[config.mk]
export PLATFORM = sky130hd
export DESIGN_NAME = uart_tx_cfg
export DESIGN_NICKNAME = d
export VERILOG_FILES = /design/src/rtl/uart_tx_cfg.sv
export SDC_FILE = /design/constraint.sdc
export NUM_CORES = 1
export LEC_CHECK = 0
export CAP_MARGIN = 10
export CELL_PAD_IN_SITES_DETAIL_PLACEMENT = 1
export CELL_PAD_IN_SITES_GLOBAL_PLACEMENT = 1
export CORE_UTILIZATION = 45
export DETAILED_ROUTE_END_ITERATION = 8
export GPL_TIMING_DRIVEN = 0
export PLACE_DENSITY = 0.88
export SKIP_LAST_GASP = 1
export SLEW_MARGIN = 20
export SYNTH_ARGS = -nofsm -noshare
export SYNTH_HDL_FRONTEND = slang
export SYNTH_SLANG_ARGS = --single-unit
[constraint.sdc]
create_clock -name clk -period 3.1 [get_ports clk]
set_input_delay 0.775 -clock clk [delete_from_list [all_inputs] [get_ports clk]]
set_output_delay 0.775 -clock clk [all_outputs]
set_load 0.005 [all_outputs]
[src/rtl/uart_tx_cfg.sv]
// uart_tx_cfg: parametrised UART transmitter with a valid/ready upstream handshake.
// Sends one frame: START, DATA_BITS data bits LSB first, an optional parity bit,
// then STOP_BITS stop bits. The serial line is registered and idles high.
module uart_tx_cfg #(
   parameter int CLKS_PER_BIT = 217,
   parameter int DATA_BITS    = 8,
   parameter int PARITY       = 0,
   parameter int STOP_BITS    = 1
) (
   input  logic                 clk,
   input  logic                 rst,
   input  logic                 data_ready,
   input  logic [DATA_BITS-1:0] data_in,
   output logic                 tx_ready,
   output logic                 data_out,
   output logic                 trans_active,
   output logic                 done_sig
);

   localparam int BAUD_W = $clog2(CLKS_PER_BIT);
   localparam int IDX_W  = $clog2(DATA_BITS);
   localparam logic [BAUD_W-1:0] BAUD_LAST = BAUD_W'(CLKS_PER_BIT - 1);
   localparam logic [IDX_W-1:0]  IDX_LAST  = IDX_W'(DATA_BITS - 1);
   localparam logic HAS_PAR   = (PARITY != 0);
   localparam logic STOP_LAST = (STOP_BITS == 2);

   // Reject unsupported configurations at elaboration time.
   if (CLKS_PER_BIT < 2) begin : g_bad_clks
      $error("uart_tx_cfg: CLKS_PER_BIT must be at least 2");
   end
   if (DATA_BITS < 5 || DATA_BITS > 9) begin : g_bad_data
      $error("uart_tx_cfg: DATA_BITS must be in 5..9");
   end
   if (PARITY < 0 || PARITY > 2) begin : g_bad_par
      $error("uart_tx_cfg: PARITY must be 0, 1 or 2");
   end
   if (STOP_BITS != 1 && STOP_BITS != 2) begin : g_bad_stop
      $error("uart_tx_cfg: STOP_BITS must be 1 or 2");
   end

   typedef enum logic [2:0] {IDLE, START, DATA, PAR, STOP} state_t;

   state_t                state, state_nxt;
   logic [BAUD_W-1:0]     baud_cnt, baud_nxt;
   logic [IDX_W-1:0]      bit_idx, idx_nxt;
   logic                  stop_idx, stop_nxt;
   logic [DATA_BITS-1:0]  hold, hold_nxt;
   logic                  line_nxt;
   logic                  done_nxt;
   logic                  bit_end;
   logic                  accept;

   // Parity over the latched word: odd mode inverts the XOR reduction.
   function automatic logic parity_bit(input logic [DATA_BITS-1:0] word);
      if (PARITY == 1) return ~(^word);
      return ^word;
   endfunction

   assign tx_ready     = (state == IDLE) && !rst;
   assign accept       = data_ready && tx_ready;
   assign bit_end      = (baud_cnt == BAUD_LAST);
   assign trans_active = (state != IDLE);

   // Next-state, counter and hold-register decode.
   always_comb begin
      state_nxt = state;
      baud_nxt  = baud_cnt;
      idx_nxt   = bit_idx;
      stop_nxt  = stop_idx;
      hold_nxt  = hold;
      done_nxt  = 1'b0;
      if (state != IDLE) begin
         baud_nxt = bit_end ? '0 : baud_cnt + 1'b1;
      end
      case (state)
         IDLE: begin
            if (accept) begin
               state_nxt = START;
               hold_nxt  = data_in;
               baud_nxt  = '0;
               idx_nxt   = '0;
               stop_nxt  = 1'b0;
            end
         end
         START: begin
            if (bit_end) state_nxt = DATA;
         end
         DATA: begin
            if (bit_end) begin
               if (bit_idx == IDX_LAST) state_nxt = HAS_PAR ? PAR : STOP;
               else                     idx_nxt   = bit_idx + 1'b1;
            end
         end
         PAR: begin
            if (bit_end) state_nxt = STOP;
         end
         STOP: begin
            if (bit_end) begin
               if (stop_idx == STOP_LAST) begin
                  state_nxt = IDLE;
                  done_nxt  = 1'b1;
               end else begin
                  stop_nxt = 1'b1;
               end
            end
         end
         default: state_nxt = IDLE;
      endcase
   end

   // Line level for the upcoming cycle, so data_out can be a plain register.
   always_comb begin
      line_nxt = 1'b1;
      case (state_nxt)
         IDLE:    line_nxt = 1'b1;
         START:   line_nxt = 1'b0;
         DATA:    line_nxt = hold_nxt[idx_nxt];
         PAR:     line_nxt = parity_bit(hold_nxt);
         STOP:    line_nxt = 1'b1;
         default: line_nxt = 1'b1;
      endcase
   end

   // Control state, counters and registered outputs.
   always_ff @(posedge clk) begin
      if (rst) begin
         state    <= IDLE;
         baud_cnt <= '0;
         bit_idx  <= '0;
         stop_idx <= 1'b0;
         data_out <= 1'b1;
         done_sig <= 1'b0;
      end else begin
         state    <= state_nxt;
         baud_cnt <= baud_nxt;
         bit_idx  <= idx_nxt;
         stop_idx <= stop_nxt;
         data_out <= line_nxt;
         done_sig <= done_nxt;
      end
   end

   // Word hold register; only loaded on handshake, so it needs no reset.
   always_ff @(posedge clk) begin
      hold <= hold_nxt;
   end

endmodule

==> reports/summary.txt, run 1 <==
Status - finished clean
Vias in the first global route - 1,087
Die area - 3090 um^2
CP arrival - 2.14 ns
Synth Cell Area - 1292 um^2
Max VDD drop - 348.7 uV
Total negative slack - 0 ns
All-Layer GR Usage - 21.83%
Drt first pass iters - 4
IO Port Bufs - 14
Std-Cell Rows - 19
DR WL met3 - 73 um
Slew @ Worst Pin - 0.7001 ns
First-pass GRT wire length - 5223 um
Xor-xnor portion of the synthesized cell area - 14.23%
Reg clk slew, reported paths - 0.13 ns
Min cycle time layout - 2.911 ns
Reg2reg setup slack - 0.57 ns
Clk root buf - clkbuf_4
Fraction of registers with async set/reset - 0%
Core footprint - 2734 um^2
Yosys warns - 0
Simple-Gate Fraction of Synth Area - 21.68%
Relative slew margins - 51.99%
M1 wire length - 1393 um
CTS Hold Bufs - 0
Final-stage net count - 165
Hold/Removal Path Class - reg -> reg
Met2 wire len - 1556 um
Synth Area in Compound Gates - 9.971%
HPWL after DPL - 2378 um
FF+latch count, synth - 24
Final Hold Vio Count - 0
Crit-path max FO - 13
Pwr Total - 706.0 uW
PD cells - 469.4 nW/um^2
Non-filler cells, final - 181
Placed inst area - 1471 um^2
Post-Syn Area per Cell - 9.718 um^2
Vias - 1,034
Max cap viols - 0
Worst setup EP type - primary output
Antenna cells - 0
Main flop type after synthesis - dfxtp_1
Initial antenna violation count - 0
DRC viols - 0
Final non-filler cell area - 1504 um^2
Die height - 55.59 um
Clk_lat worst skew - 0.32 ns
RSZ-0062 raised after global routing - false
H-tree depth - 1
Inserted Clock Buffers - 3
Deepest clock path buffer count - 2
Final Max Tran Viols - 0
DR vias/cell - 5.713
Setup CP Type - in -> out
Highest routed layer - met4
Dpl cells - 178
Library cells used by synthesis - 37
Clk_skew - 0.004250 ns
Placer Congestion - 0.7900
CP Data Required Time - 2.32 ns
Area Growth Syn to Fin - 16.36%
DP Worst Slack - 0.06789 ns
Clock Sinks - 24
Sequential element share of the synthesized area - 37.17%
DRT antenna net count - 0
Pleak - 0.0005929 uW
Chip Width - 55.59 um
CTS tree - built
Largest family of logic cells by synthesized area - simple AND/OR/NAND/NOR gates
Fmax - 343.6 MHz
Routed WL - 3056 um
Synth Area in Adders - 2.904%
Post-synthesis mux area share - 11.62%
Starting density of the core - 47.28%
GRT overflow - 0
Final setup margin - 0.1895 ns
Post-synth EDFFs - 0
Post-synthesis cell count - 133
Largest net degree at the start of global routing - 14
Initial DRC Count - 26
Crit path launch type - primary input
Top-Level Pins - 15
WL/cell - 16.88 um
Crit share post-route - 93.89%
Layout cells sized above 1 - 12.67%
Post-Syn Nets - 147
Final setup vio count - 0
[cells in the mapped netlist (2+ instances only)]
cell type | n | area (um^2)
a21boi_0 | 2 | 15.01
a21oi_1 | 2 | 10.01
a31oi_1 | 2 | 12.51
and2_1 | 2 | 12.51
clkbuf_1 | 3 | 11.26
dfxtp_1 | 24 | 480.5
ha_1 | 3 | 37.54
inv_1 | 4 | 15.01
mux2_2 | 7 | 78.83
mux2i_1 | 6 | 60.06
nand2_1 | 5 | 18.77
nand2b_1 | 3 | 18.77
nand4_1 | 3 | 18.77
nor2_1 | 16 | 60.06
nor3_1 | 5 | 25.02
nor3b_1 | 2 | 15.01
o21ai_0 | 3 | 15.01
o22a_1 | 2 | 17.52
or3_1 | 2 | 12.51
xnor2_1 | 17 | 148.9
xor2_1 | 4 | 35.03
[metrics by stage]
| step | util (%) | hold slack, ns |
|---|---|---|
| floorplan | - | 0.4578 |
| global placement | 53.82 | 0.4927 |
| detailed placement | 53.82 | 0.5088 |
| CTS | 55.15 | 0.5343 |
| global route | 55.01 | 0.5631 |
| finish | 55.01 | 0.5324 |
[cells in the final DEF (no fill, tap or decap), types with 3 or more instances in the layout]
master	Yosys	routed
nand4_1	3	3
ha_1	3	3
o21ai_0	3	3
clkdlybuf4s50_1	0	14
nand2b_1	3	3
nor2_1	16	16
inv_1	4	4
xor2_1	4	4
mux2i_1	6	6
nor3_1	5	5
clkbuf_4	0	3
xnor2_1	17	17
dfxtp_1	24	24
nand2_1	5	5
mux2_2	7	7
[critical path, cell delays in order]
cell and delay [ns]:
clkdlybuf4s50_1 0.65, nor2_1 0.19, clkdlybuf4s50_1 0.51
[kinds of logic (layout without fill, tap and decap cells)]
kind of cell	after synthesis	after routing
buffers and inverters	8	25
AND/OR/NAND/NOR	46	46
flip-flops	24	24
XOR/XNOR	21	21
adder cells (fa/ha/maj)	3	3
multiplexers	14	14
AO/OA/AOI/OAI	17	17
[registers in the layout (all words and copies together) (netlist names)]
register	flops
baud_cnt	8
hold	8
bit_idx	3
state	3
data_out	1
done_sig	1
[routing by layer]
metal  vias up  track usage (%)
met3         5            3.488
met4         0            6.786
li1        502                -
met1       515            27.43
met2        12            38.21
met5         -                0
[path summary, 6_finish.rpt]
| kind | startpoint | to | depth (start not counted) |
|---|---|---|---|
| worst max register to register | baud_cnt[0] | data_out | 8 |
| worst min-delay path | state[2] | done_sig | 2 |
| worst min register to register | state[2] | done_sig | 2 |
| worst max-delay path | rst | tx_ready | 3 |
[power by group]
group / total, uW / switching (uW) / leakage (uW) / internal, uW
sequential: 349 / 16.6 / 0.000197 / 333
combinational: 189 / 87.4 / 0.000375 / 102
clock: 168 / 95.8 / 0.0000210 / 71.8
total: 706 / 200 / 0.000593 / 506
[what timing repair did]
item | CTS | global route
endpoints found under the setup margin | 0 | 1
setup buffers | 0 | 0
gates resized for setup | 0 | 0
[layout make-up]
| class | count | area (um^2) |
|---|---|---|
| multi-input combinational | 101 | 780.7 |
| fill | 337 | 1230 |
| buffer | 3 | 12.51 |
| sequential | 24 | 480.5 |
| clock buffer | 4 | 36.28 |
| inverter | 4 | 15.01 |
| timing repair buffer | 14 | 140.1 |
| tap | 31 | 38.79 |
(Power assumes the default switching activity.)
==> run 2: changes to the inputs <==
--- a/config.mk
+++ b/config.mk
@@ -11,7 +11,7 @@
 export CORE_UTILIZATION = 45
 export DETAILED_ROUTE_END_ITERATION = 8
 export GPL_TIMING_DRIVEN = 0
-export PLACE_DENSITY = 0.88
+export PLACE_DENSITY_LB_ADDON = 0.2
 export SKIP_LAST_GASP = 1
 export SLEW_MARGIN = 20
 export SYNTH_ARGS = -nofsm -noshare
==> reports/summary.txt, run 2 (synthesis gave the netlist of run 1 again) <==
GRT overflow - 0 (unchanged)
Vias in the first global route - 1,066 (-1.9%)
Crit-path max FO - 10 (-3)
Antenna cells - 0 (unchanged)
Min cycle time layout - 3.023 ns (+0.1121 ns)
Max cap viols - 0 (unchanged)
CTS Hold Bufs - 0 (unchanged)
IO Port Bufs - 14 (unchanged)
Cts repair resizes - 0 (unchanged)
Inserted Clock Buffers - 3 (unchanged)
All-Layer GR Usage - 19.63% (-2.2 points)
Final Max Tran Viols - 0 (unchanged)
WL/cell - 15.15 um (-10%)
Chip Width - 55.59 um (unchanged)
Crit share post-route - 97.51% (+3.6 points)
Relative slew margins - 52.28% (+0.29 points)
Met3 usage - 4.186% (+0.70 points)
Area Growth Syn to Fin - 17.91%
Most common cell after layout, fill and taps aside - dfxtp_1
Max VDD drop - 603.2 uV (+73%)
Largest net degree at the start of global routing - 15 (+1)
Worst setup EP type - primary output
RSZ-0062 raised after global routing - false
Starting density of the core - 47.28% (unchanged)
Fmax - 330.8 MHz (-3.7%)
Initial antenna violation count - 0 (unchanged)
Routed WL - 2757 um (-9.8%)
CP arrival - 2.25 ns (+0.11 ns)
Postcts setup bufs - 0 (unchanged)
Final-stage net count - 166 (+0.61%)
Final Hold Vio Count - 0 (unchanged)
Top-Level Pins - 15 (unchanged)
CTS tree - built
Slew @ Worst Pin - 0.6959 ns (-0.004254 ns)
Clk root buf - clkbuf_4
Die area - 3090 um^2 (unchanged)
Most Crowded Layer GR - met2
HPWL after DPL - 2155 um (-9.4%)
Pleak - 0.0006011 uW (+1.4%)
Met2 usage - 39.76% (+1.5 points)
DRT antenna net count - 0 (unchanged)
Die height - 55.59 um (unchanged)
Pwr Total - 766.6 uW (+8.6%)
Deepest clock path buffer count - 2 (unchanged)
Reg clk slew, reported paths - 0.13 ns (about the same)
PD cells - 503.0 nW/um^2 (+7.1%)
Status - finished clean
DR vias/cell - 5.429 (-5.0%)
Hold/Removal Path Class - reg -> reg
Vias - 988 (-4.4%)
Final setup vio count - 0 (unchanged)
H-tree depth - 1 (unchanged)
First-pass GRT wire length - 4747 um (-9.1%)
DRC viols - 0 (unchanged)
Std-Cell Rows - 19 (unchanged)
Placer Congestion - 0.7466 (-5.5%)
Most frequent cells in the layout - 24 x dfxtp_1, 17 x xnor2_1, 16 x nor2_1, 14 x clkdlybuf4s50_1, 7 x mux2_2
Layout cells sized above 1 - 12.58% (-0.084 points)
Total negative slack - 0 ns (unchanged)
Drt first pass iters - 4 (unchanged)
Core footprint - 2734 um^2 (unchanged)
Clock Sinks - 24 (unchanged)
Crit path launch type - primary input
Top flop regs - baud_cnt (8), hold (8)
Dpl cells - 178 (unchanged)
Clk_skew - 0.01014 ns (+0.005894 ns)
Layout Utilization - 55.74% (+0.73 points)
Met1 Use GR - 20.56% (-6.9 points)
R2R depth - 8 (unchanged)
Clk_lat worst skew - 0.32 ns (about the same)
CP Data Required Time - 2.32 ns (about the same)
Setup CP Type - in -> out
Initial DRC Count - 22 (-15%)
Hold Path Stages - 2 (unchanged)
Non-filler cells, final - 182 (+0.55%)
==> run 2: area by class of cell <==
| cell class | instances | area [um^2] |
|---|---|---|
| fill | 321 | 1210 |
| multi-input combinational | 101 | 780.7 |
| sequential | 24 | 480.5 |
| timing repair buffer | 14 | 140.1 |
| tap | 31 | 38.79 |
| clock inverter | 1 | 30.03 |
| clock buffer | 3 | 22.52 |
| buffer | 4 | 16.27 |
| inverter | 4 | 15.01 |
==> run 2: power breakdown <==
group / leakage [uW] / switching, uW / internal, uW
clock network: 0.0000279 / 99.0 / 131
registers: 0.000197 / 15.6 / 333
logic: 0.000376 / 86.7 / 102
==> run 2: stage by stage <==
stage,hold slack [ns],setup WS [ns],area [um^2]
after floorplan,0.4578,0.9911,1292
after global placement,0.4855,0.06894,1471
after detailed placement,0.5047,0.05654,1471
after CTS,0.5279,0.04661,1524
after global routing,0.5677,0.01344,1524
final,0.5288,0.07733,1524
==> run 2: metal layers <==
metal,wire (um),vias up
met5,0,-
met4,17,0
met3,73,2
met2,1513,14
met1,1152,476
li1,-,496
==> run 2: final timing paths <==
path / start / endpoint / slack, ns
worst min-delay path: state[2] / done_sig / 0.53
worst max register to register: baud_cnt[0] / data_out / 0.60
worst max-delay path: rst / tx_ready / 0.08
worst min register to register: state[2] / done_sig / 0.53
==> run 2: worst max-delay path, cell delays in order <==
cell and delay (ns):
clkdlybuf4s50_1 0.53, clkbuf_1 0.39, nor2_1 0.09, clkdlybuf4s50_1 0.46
==> patch, RTL diff (config.mk and constraints of run 2) <==
The parameter `CLKS_PER_BIT` goes from 217 to 434.
--- a/src/rtl/uart_tx_cfg.sv
+++ b/src/rtl/uart_tx_cfg.sv
@@ -2,7 +2,7 @@
 // Sends one frame: START, DATA_BITS data bits LSB first, an optional parity bit,
 // then STOP_BITS stop bits. The serial line is registered and idles high.
 module uart_tx_cfg #(
-   parameter int CLKS_PER_BIT = 217,
+   parameter int CLKS_PER_BIT = 434,
    parameter int DATA_BITS    = 8,
    parameter int PARITY       = 0,
    parameter int STOP_BITS    = 1
Formal check against the unedited RTL: no difference found for any inputs over 10 cycles, from zero or initial values and one cycle with rst high; that may be too few to reach the edited logic, so the function may still have changed.
==> patch against run 2 <==
  * Combinational power fell by 6%
  * Synthesized area up 10%
  * Wire length increased by 12%
  * Count of clock-buffer cells in the layout increased by 1
  * First-iteration DRC count decreased by 14%
  * Power down 10%
  * Largest power group unchanged
  * Synthesized cell count up 11%
  * Setup slack better by 0.097 ns
  * Cell count increased by 15%
  * Hold slack better by 0.016 ns
  * Register-to-register slack gained 0.09 ns
  * Cell area grew 8.0%
  * Sequential cell count is 1 higher
==> patch: results (changes against run 2) <==
metric;value;unit;change
multiplexer share of the synthesized area;0.0994;;was 0.116
Leakage;0.624;nW;was 0.601 nW
fraction of area in multi-input gates;0.539;;was 0.512
vias per cell;5.38;;was 5.43
RePlAce Congestion;0.713;;was 0.747
top cells by area, synth;dfxtp_1, xnor2_1, nor2_1;;was dfxtp_1, xnor2_1, mux2_2
Post-Syn Nets;161;;was 147
post-synthesis share of cell area spent on xor and xnor gates;0.129;;was 0.142
multi-input gates;115;;was 101
clk cell area share;0.0160;;was 0.0345
total die area;3390;um2;was 3090 um2
Starting DRT DRC Count;19;;was 22
Fill cells;351;;was 321
status;finished clean;;unchanged
Post-Syn Instances;147;;was 133
Seq/Total Area, Yosys;0.352;;was 0.372
Compound-Gate Fraction of Synth Area;0.0967;;was 0.0997
non-filler cells, final;209;;was 182
Largest regs;baud_cnt: 9 flops, hold: 8 flops;;was baud_cnt: 8 flops, hold: 8 flops
Worst VDD drop;0.000224;V;was 0.000603 V
Clock buffer cells;4;;was 3
vias in the first global route;1158;;was 1,066
worst-margin pin slew;0.612;ns;was 0.696 ns
clock sink count;25;;was 24
first-pass GRT wire length;5130;um;was 4750 um
post-DP HPWL;2520;um;was 2150 um
Plain + repair buffers;17;;was 18
CTS Buffer Depth;2;;unchanged
Signal buf overhead;0.0981;;was 0.103
wire per inst;14.8;um;was 15.1 um
Post-synth top cells;dfxtp_1, nor2_1, xnor2_1, nand2_1, mux2_2;;was dfxtp_1, xnor2_1, nor2_1, mux2_2, mux2i_1
largest net degree at the start of global routing;14;;was 15
post-place setup slack;0.00529;ns;was 0.0565 ns
Cell variety after synth;45;;was 37
All-Layer GR Usage;0.206;;was 0.196
==> patch: routing by layer <==
metal  up-vias  global-route usage  wire (um)
met4         0              0.0816         51
met3         5              0.0268         57
met2        15               0.412       1740
met1       545               0.213       1250
li1        559                   -          -
met5         -                   0          0
==> patch: report_power, final <==
part / internal, W / leakage [nW] / switching (W)
sequential: 0.000346 / 0.205 / 0.0000161
combinational: 0.0000955 / 0.404 / 0.0000828
clock: 0.0000505 / 0.0150 / 0.0000985
==> patch: timing repair <==
| action | in CTS | in global routing |
|---|---|---|
| setup endpoints to repair | 0 | 1 |
| setup buffers | 0 | 0 |
| resized for setup | 0 | 2 |
| hold buffers | 0 | 0 |
==> patch: worst paths after layout <==
check,startpoint,end,slack [ns],cells past startpoint
worst max-delay path,rst,tx_ready,0.17,4
worst min-delay path,hold[7],hold[7],0.54,1
worst max register to register,baud_cnt[0],data_out,0.69,7
worst min register to register,hold[7],hold[7],0.54,1
